`src/rtl/uart_pkg.sv`:
```
// Shared constants and controller state encoding for the UART receive path.
// Imported by the receive controller and reusable by the transmit side.
package uart_pkg;

  localparam int OVERSAMPLE  = 16;
  localparam int ERR_CNT_MAX = 255;

  typedef enum logic [1:0] {
    ST_OFF      = 2'd0,
    ST_ARM      = 2'd1,
    ST_ACTIVE   = 2'd2,
    ST_STOPPING = 2'd3
  } ctrl_state_e;

endpackage

```
`src/rtl/uart_sync_fifo.sv`:
```
// Single-clock FIFO with push/pop, full/empty and occupancy count.
// A push while full is accepted only when a pop happens in the same cycle.
module uart_sync_fifo #(
  parameter int WIDTH = 8,
  parameter int DEPTH = 8
) (
  input  logic                     clk,
  input  logic                     rst_n,
  input  logic                     push,
  input  logic [WIDTH-1:0]         din,
  input  logic                     pop,
  output logic [WIDTH-1:0]         dout,
  output logic                     full,
  output logic                     empty,
  output logic [$clog2(DEPTH):0]   count
);

  localparam int AW = $clog2(DEPTH);

  logic [WIDTH-1:0] mem [DEPTH];
  logic [AW-1:0]    wr_ptr;
  logic [AW-1:0]    rd_ptr;
  logic [AW:0]      cnt_q;
  logic             wr_ok;
  logic             rd_ok;

  assign full  = (cnt_q == (AW+1)'(DEPTH));
  assign empty = (cnt_q == '0);
  assign count = cnt_q;
  assign rd_ok = pop & ~empty;
  assign wr_ok = push & (~full | pop);
  // Head is forced to zero when empty so the output is defined out of reset.
  assign dout  = empty ? '0 : mem[rd_ptr];

  always_ff @(posedge clk) begin
    if (wr_ok) mem[wr_ptr] <= din;
  end

  always_ff @(posedge clk or negedge rst_n) begin
    if (!rst_n) begin
      wr_ptr <= '0;
      rd_ptr <= '0;
      cnt_q  <= '0;
    end else begin
      if (wr_ok) wr_ptr <= wr_ptr + 1'b1;
      if (rd_ok) rd_ptr <= rd_ptr + 1'b1;
      case ({wr_ok, rd_ok})
        2'b10:   cnt_q <= cnt_q + 1'b1;
        2'b01:   cnt_q <= cnt_q - 1'b1;
        default: cnt_q <= cnt_q;
      endcase
    end
  end

endmodule

```
`src/rtl/uart8_rx_controller.sv`:
```
// Sequences an 8-bit UART receiver: enable/arm/stop control, done/err edge capture,
// byte FIFO behind a valid/ready host port, error/overrun status and end-of-burst detect.
module uart8_rx_controller
  import uart_pkg::*;
#(
  parameter int FIFO_DEPTH   = 8,
  parameter int IDLE_BAUDS   = 3,
  parameter int STOP_TIMEOUT = 160
) (
  input  logic                          clk,
  input  logic                          rst_n,
  input  logic                          enable,
  input  logic                          err_clear,
  output logic                          rx_en,
  input  logic                          rx_busy,
  input  logic                          rx_done,
  input  logic                          rx_err,
  input  logic [7:0]                    rx_data,
  output logic [7:0]                    m_data,
  output logic                          m_valid,
  input  logic                          m_ready,
  output logic [$clog2(FIFO_DEPTH):0]   fifo_count,
  output logic                          overrun,
  output logic [7:0]                    frame_err_count,
  output logic                          line_idle,
  output logic                          active,
  output ctrl_state_e                   state_dbg
);

  // Host handshake: a byte transfers on a cycle where m_valid and m_ready are both high;
  // m_valid never depends on m_ready, and m_data is stable while m_valid waits for m_ready.

  localparam int IDLE_LIM = IDLE_BAUDS * OVERSAMPLE - 1;
  localparam int IW       = $clog2(IDLE_LIM + 1) + 1;
  localparam int SW       = $clog2(STOP_TIMEOUT + 1);

  ctrl_state_e   state_q, state_d;
  logic [3:0]    arm_cnt;
  logic [SW-1:0] stop_cnt;
  logic [IW-1:0] idle_cnt;
  logic          got_byte;
  logic          done_q, err_q;
  logic          done_ev, err_ev;
  logic          capture, capture_next;
  logic          push, pop, fifo_full, fifo_empty;

  assign done_ev      = rx_done & ~done_q;
  assign err_ev       = rx_err & ~err_q;
  assign capture      = (state_q == ST_ACTIVE) || (state_q == ST_STOPPING);
  assign capture_next = (state_d == ST_ACTIVE) || (state_d == ST_STOPPING);
  assign push         = capture & done_ev;
  assign pop          = m_ready & m_valid;
  assign m_valid      = ~fifo_empty;
  assign state_dbg    = state_q;

  always_comb begin
    state_d   = state_q;
    rx_en     = 1'b0;
    active    = 1'b0;
    line_idle = 1'b0;
    case (state_q)
      ST_OFF: begin
        if (enable) state_d = ST_ARM;
      end
      ST_ARM: begin
        rx_en = 1'b1;
        if (!enable) state_d = ST_OFF;
        else if (arm_cnt == 4'(OVERSAMPLE - 1)) state_d = ST_ACTIVE;
      end
      ST_ACTIVE: begin
        rx_en  = 1'b1;
        active = 1'b1;
        if (!enable) state_d = ST_STOPPING;
      end
      ST_STOPPING: begin
        rx_en = 1'b1;
        if (enable) state_d = ST_ACTIVE;
        else if ((!rx_busy && !rx_done) || stop_cnt == SW'(STOP_TIMEOUT - 1)) state_d = ST_OFF;
      end
      default: state_d = ST_OFF;
    endcase
    if (capture && got_byte && idle_cnt == IW'(IDLE_LIM)) line_idle = 1'b1;
  end

  always_ff @(posedge clk or negedge rst_n) begin
    if (!rst_n) begin
      state_q  <= ST_OFF;
      arm_cnt  <= '0;
      stop_cnt <= '0;
      done_q   <= 1'b0;
      err_q    <= 1'b0;
    end else begin
      state_q  <= state_d;
      done_q   <= rx_done;
      err_q    <= rx_err;
      arm_cnt  <= (state_q == ST_ARM) ? arm_cnt + 1'b1 : '0;
      stop_cnt <= (state_q == ST_STOPPING && state_d == ST_STOPPING) ? stop_cnt + 1'b1 : '0;
    end
  end

  // Set on a dropped byte wins over a coincident clear.
  always_ff @(posedge clk or negedge rst_n) begin
    if (!rst_n) begin
      overrun         <= 1'b0;
      frame_err_count <= '0;
    end else begin
      if (push && fifo_full && !pop) overrun <= 1'b1;
      else if (err_clear)            overrun <= 1'b0;

      if (err_clear)              frame_err_count <= (capture && err_ev) ? 8'd1 : 8'd0;
      else if (capture && err_ev &&
               frame_err_count != 8'(ERR_CNT_MAX)) frame_err_count <= frame_err_count + 1'b1;
    end
  end

  always_ff @(posedge clk or negedge rst_n) begin
    if (!rst_n) begin
      idle_cnt <= '0;
      got_byte <= 1'b0;
    end else if (!capture_next) begin
      idle_cnt <= '0;
      got_byte <= 1'b0;
    end else begin
      if (rx_busy || done_ev)  idle_cnt <= '0;
      else if (idle_cnt != '1) idle_cnt <= idle_cnt + 1'b1;

      if (push)           got_byte <= 1'b1;
      else if (line_idle) got_byte <= 1'b0;
    end
  end

  uart_sync_fifo #(
    .WIDTH (8),
    .DEPTH (FIFO_DEPTH)
  ) u_fifo (
    .clk   (clk),
    .rst_n (rst_n),
    .push  (push),
    .din   (rx_data),
    .pop   (pop),
    .dout  (m_data),
    .full  (fifo_full),
    .empty (fifo_empty),
    .count (fifo_count)
  );

endmodule

```
`config.mk`:
```
export PLATFORM = sky130hd
export DESIGN_NAME = uart8_rx_controller
export DESIGN_NICKNAME = d
export VERILOG_FILES = /design/src/rtl/uart_pkg.sv /design/src/rtl/uart_sync_fifo.sv /design/src/rtl/uart8_rx_controller.sv
export SDC_FILE = /design/constraint.sdc
export NUM_CORES = 1
export LEC_CHECK = 0
export ABC_CLOCK_PERIOD_IN_PS = 3400
export CORE_MARGIN = 2
export CORE_UTILIZATION = 57
export DETAILED_ROUTE_END_ITERATION = 8
export PLACE_DENSITY = 0.81
export SETUP_SLACK_MARGIN = 0.02
export SYNTH_ARGS = -nofsm -noshare
export SYNTH_HDL_FRONTEND = slang
export SYNTH_SLANG_ARGS = --single-unit
```
`constraint.sdc`:
```
create_clock -name clk -period 3.4 [get_ports clk]
set_input_delay 0.34 -clock clk [delete_from_list [all_inputs] [get_ports clk]]
set_output_delay 0.34 -clock clk [all_outputs]
set_load 0.05 [all_outputs]
```
== After elaboration in Yosys (flattened, before gate mapping) ==
Memories as Yosys holds them, arrays and structs flattened.
Cells that the tools add are included.
Word-level totals
  memories kept: 1
  output and inout port bits: 27
  ROM bits: 0
  register bits after elaboration: 43
  logic and storage cells: 95
  memory bits (writable): 64
  latch bits: 0
Memory list
  u_fifo.mem: words 8, width 8, rd ports 1, clocked after Yosys merged registers in 0, write ports 1, line uart_sync_fifo.sv:20  | logic [WIDTH-1:0] mem [DEPTH];
Cells by class
  multipliers: 0
  bitwise gates (word level): 11
  $add $sub $neg: 8
  eq/ne operators: 15
  order comparisons: 0
  div/mod/pow operators: 0
  shift-type cells: 0
  mux-type cells: 27
  reductions and logical operators: 21
Operator list (count)
  $mux 8: 4
  $mux 7: 3
  $add 8x1->8 const B: 2
  $mux 2: 6
  $mux 1: 11
  $eq 2x2->1 const B: 5
  $add 4x1->4 const B: 2
  $eq 4x4->1 const B: 2
  $eq 8x8->1 const B: 1
  $logic_and 1x1->1: 8
  $ne 8x8->1 const B: 1
  $pmux 2 s4: 1
  $pmux 4 s2: 1
  $add 7x1->7 const B: 1
  $eq 7x6->1 const B: 1
  $ne 7x7->1 const B: 1
  $add 3x1->3 const B: 2
  $and 1x1->1: 6
  $reduce_bool 2->1: 3
  $eq 2x1->1 const B: 2
  $logic_not 4->1: 1
  $logic_or 1x1->1: 4
  $mux 4: 1
  $not 1->1: 4
  7 further kinds: 9

== Depth between registers and ports, before layout ==
Gate-level depths: netlist of run 1.
  word-level depth: 9
  gate-level depth with buffers: 9
  gate-level depth less buffers: 9

== By module ==
From an unflattened synthesis of run 1, not the netlist that was laid out.
Second synthesis, totals
  cells, all modules: 321
  area total of the unflattened synthesis: 4698.3 um^2
By module, submodules not included
  uart_sync_fifo: area an instance 3055.4 um^2, sequential area each 2172.1 um^2, cells an instance 160, instances 1
  uart8_rx_controller: area an instance 1642.8 um^2, sequential area each 825.8 um^2, cells an instance 161, instances 1

== Worst setup path before layout of run 1 ==
Ideal clock, no wire load.
  path kind: register to register
  start: reg state_q[1] (netlist: state_dbg[1])
  end: reg got_byte
  stages on the path, launching flop included: 5
  data required time: 3267 ps
  path slack: 450 ps
  path buffers: 0
  clock period less this slack: 2950 ps
  setup time: 133 ps
  arrival: 2817 ps
  path through: dfrtp_1 nand2_1 nor4b_1 nand3b_1 a21boi_0
On the way
  word-level cells in the longest chain between the ends: 6
RTL lines
  start, declared: line uart8_rx_controller.sv:37  | ctrl_state_e state_q, state_d;
  start signal, assigned: line uart8_rx_controller.sv:93  | state_q <= state_d;
  $eq 2x2->1: line uart8_rx_controller.sv:49  | assign capture = (state_q == ST_ACTIVE) || (state_q == ST_STOPPING);
  $logic_or 1x1->1 (*): line uart8_rx_controller.sv:49
  $logic_and 1x1->1 (*) (2 in series): line uart8_rx_controller.sv:82  | if (capture && got_byte && idle_cnt == IW'(IDLE_LIM)) line_idle = 1'b1;
  $mux 1 (*): line uart8_rx_controller.sv:82
  via line_idle: line uart8_rx_controller.sv:25  | output logic line_idle,
  $ne 3x2->1 (no source line) (*)
  end signal, assigned: line uart8_rx_controller.sv:119  | got_byte <= 1'b0;
  end signal, assigned: line uart8_rx_controller.sv:122  | got_byte <= 1'b0;
  end signal, assigned: line uart8_rx_controller.sv:127  | if (push) got_byte <= 1'b1;
  end, declared: line uart8_rx_controller.sv:41  | logic got_byte;
Mark *: on every way through the listed nets, which the timed path passes. The rest lies on a longest branch.
A chain may end at the register's enable or synchronous reset.

== Final worst setup path of run 1 ==
  start: reg u_fifo.rd_ptr[1]
  end: out m_data[7]
On the way
  word-level cells in the longest chain between the ends: 2
RTL lines
  start, declared: line uart_sync_fifo.sv:22  | logic [AW-1:0] rd_ptr;
  start signal, assigned: line uart_sync_fifo.sv:46  | if (rd_ok) rd_ptr <= rd_ptr + 1'b1;
  $mem_v2 8x8
  $mux 8: line uart_sync_fifo.sv:33  | assign dout = empty ? '0 : mem[rd_ptr];
  end, declared: line uart8_rx_controller.sv:19  | output logic [7:0] m_data,
Every way passes these cells.

==> impl_metrics.tcl, run 1 <==
set metrics [dict create \
    outcome "completed" \
    netlist_area_um2 4600 \
    synth_nets 336 \
    clock_skew_ps 10.2 \
    cts_sinks 107 \
    grt_overflow 0 \
    synth_edf_count 64 \
    ctsResizeCount 0 \
    slew_viol_final 0 \
    dp_cells 458 \
    min_period_over_period_pct 87.4 \
    via_count 2700 \
    fin_cells 473 \
    required_ps 3060 \
    first_pass_iters 4 \
    numPortBuffers 42 \
    grt.total_usage_pct 20.2 \
    numCtsBuffers 9 \
    end_kind "output pin" \
    p_leak_nw 2.04 \
    irDropWorstVdd_mv 0.281 \
    area_growth_syn_to_layout_pct 16.7 \
    die_h_um 93.9 \
    syn_inst 310 \
    postRouteAntennaNets 0 \
    clock_path_buffers 2 \
    cp_slowest_cell "dfrtp_1" \
    critPathMaxFanout 18 \
    seq_area_frac_synth_pct 65.1 \
    drive_gt1_share_pct 14.0 \
    grt_max_degree 44 \
    tightest_slew_ps 940 \
    hold_class "in -> async" \
    rrSetupSlack_ps 580 \
    cts_setup_buffers 0 \
    yosys_warnings 0 \
    cp_num_buf_inv 1 \
    crit-reg2reg-launch "u_fifo.count[3]" \
    yosys.cell_types.count 51 \
    totalWireLength_mm 8.12 \
    wl_per_cell_um 17.2 \
    h-tree-depth 3 \
    grt_pass1_vias 2731 \
    postCtsHoldBufs 0 \
    cts_tree "yes" \
    synthArstFlopShare_pct 40.2 \
    fillCellCount 562 \
    drt_iter0_markers 153 \
    cp-start-kind "flop" \
    timing.rr.end "u_fifo.count[3]" \
    setup_viol 0 \
    crit_type "reg -> out" \
    cts-root-buf "clkbuf_8" \
    route.detailed.drc 0 \
    synth_flop_cell "edfxtp_1" \
    clkSlewWorstSetupHoldPaths_ps 100 \
    clk_latency_ps 370 \
    relSlewSlack_pct 37.3 \
    r2r_cells 9 \
    antenna_found_initial 0 \
    dieArea_um2 8810 \
    max_freq_mhz 337 \
    yosysTopAreaCell "edfxtp_1" \
    synth_area_leaders "edfxtp_1, dfrtp_1, mux4_2, nor2_1, xor2_1" \
    path_cells "mux4_2 > mux2i_1 > nor2_1 > clkdlybuf4s50_1" \
    start_util_pct 59.3 \
    powerDensity_nw_per_um2 726 \
    setup_slack_ps 430 \
    coreArea_um2 7770 \
    cp.arrival_ps 2630 \
    hold_viol 0 \
    core.rowCount 32 \
    cp_slowest_stage_delay_ps 870 \
    detailed_place_hpwl_mm 5.52 \
    diodes 0 \
    io_pins 43 \
    grt_setup_unrepaired "no" \
    final_nets 393 \
    min_period_ps 2970 \
    cp_top_family "flip-flops" \
    fin_tns_setup_ps 0 \
    synth_top_area_share_pct 41.8 \
    grt_pass1_wl_mm 13.3 \
    cap_violations 0 \
    ys_ff_latch 107 \
    gp_congestion 0.821 \
    pre_cts_ws_ps 474 \
    post_synth.cell_area_avg_um2 14.8 \
    viasPerCell 5.71 \
    fp.dieW_um 93.9 \
]
report_power, final:
| part | switching [mW] | internal [mW] | total [mW] |
|---|---|---|---|
| sequential | 0.202 | 1.51 | 1.71 |
| combinational | 0.848 | 0.643 | 1.49 |
| clock | 0.427 | 0.270 | 0.697 |
| total | 1.48 | 2.42 | 3.90 |
sequential cells by signal, indices dropped and copies added, names as in the netlist, 3 cells and up:
| register | flops |
|---|---|
| idle_cnt | 7 |
| u_fifo.count | 4 |
| frame_err_count | 8 |
| u_fifo.rd_ptr | 3 |
| arm_cnt | 4 |
| u_fifo.mem | 64 |
| u_fifo.wr_ptr | 3 |
| stop_cnt | 8 |
cell families after synthesis:
logic type      after synthesis  synth area share (%)
buf+inv                      18                  1.79
fa+ha+maj                    10                  2.88
simple gates                 95                  10.7
xor+xnor                     21                  4.00
compound gates               30                  4.76
mux                          29                  10.8
flops                       107                  65.1
synthesized netlist by cell type, types with 2 or more instances:
library cell / number
a211oi_1: 3
a21oi_1: 9
and2_1: 3
and3_1: 4
and4_1: 3
buf_2: 2
dfrtp_1: 43
edfxtp_1: 64
ha_1: 9
inv_1: 11
mux2i_1: 11
mux4_2: 16
nand2_1: 13
nand2b_1: 3
nand3_1: 8
nand3b_1: 2
nand4_1: 4
nor2_1: 36
nor3_1: 6
nor3b_1: 3
nor4_1: 2
nor4b_1: 2
o2111ai_1: 2
o211ai_1: 2
o21a_1: 2
o21ai_0: 2
or2_2: 2
xnor2_1: 6
xor2_1: 15
layout make-up:
type	instances	area, um^2	area share (%)
repair buffers	53	510	9.50
well taps	102	128	2.37
clock buffers	9	124	2.31
flip-flops and latches	107	3000	55.8
multi-input cells	185	1520	28.3
inverters	11	41.3	0.768
clock inverters	6	50.0	0.931
layout by cell type, fill, tap and decap left out, types with 10 or more instances in the layout:
cell type        count
mux2i_1             11
clkdlybuf4s50_1     41
buf_4               10
xor2_1              15
dfrtp_1             43
edfxtp_1            64
mux4_2              16
nor2_1              36
nand2_1             13
inv_1               11
layer usage:
metal | routed length (um) | track usage, % | share of wire (%)
met1 | 3600 | 28.0 | 44
met2 | 4010 | 31.9 | 49
met3 | 364 | 3.85 | 4.5
met4 | 152 | 8.33 | 1.9
met5 | 0 | 0 | 0
per-stage QoR:
stage               instance area, um^2  hold slack [ps]  util (%)  power (mW)
floorplan                          4600             44.4         -        2.77
global placement                   5200              444      66.9        3.19
detailed placement                 5200              460      66.9        3.24
CTS                                5370              132      69.2        3.93
global route                       5370              181      69.2        4.09
finish                             5370              110      69.2        3.90
how the worst max path moves through the flow:
stage          cells past startpoint         endpoint              from  slack [ps]
2_1_floorplan                      4         got_byte      state_dbg[1]         450
3_3_place_gp                      10  u_fifo.count[3]           rx_done         610
3_5_place_dp                      10  u_fifo.count[3]           rx_done         470
4_1_cts                            4        m_data[7]  u_fifo.rd_ptr[1]         390
5_1_grt                            4        m_data[7]  u_fifo.rd_ptr[1]         260
6_report                           4        m_data[7]  u_fifo.rd_ptr[1]         430
(Power assumes the default switching activity.)
==> inputs of run 2 (changes only) <==
- HOLD_SLACK_MARGIN: default -> 0.08
- TNS_END_PERCENT: default -> 100
==> results of run 2 <==
Final layout, timing and power as in run 1 (identical DEF).
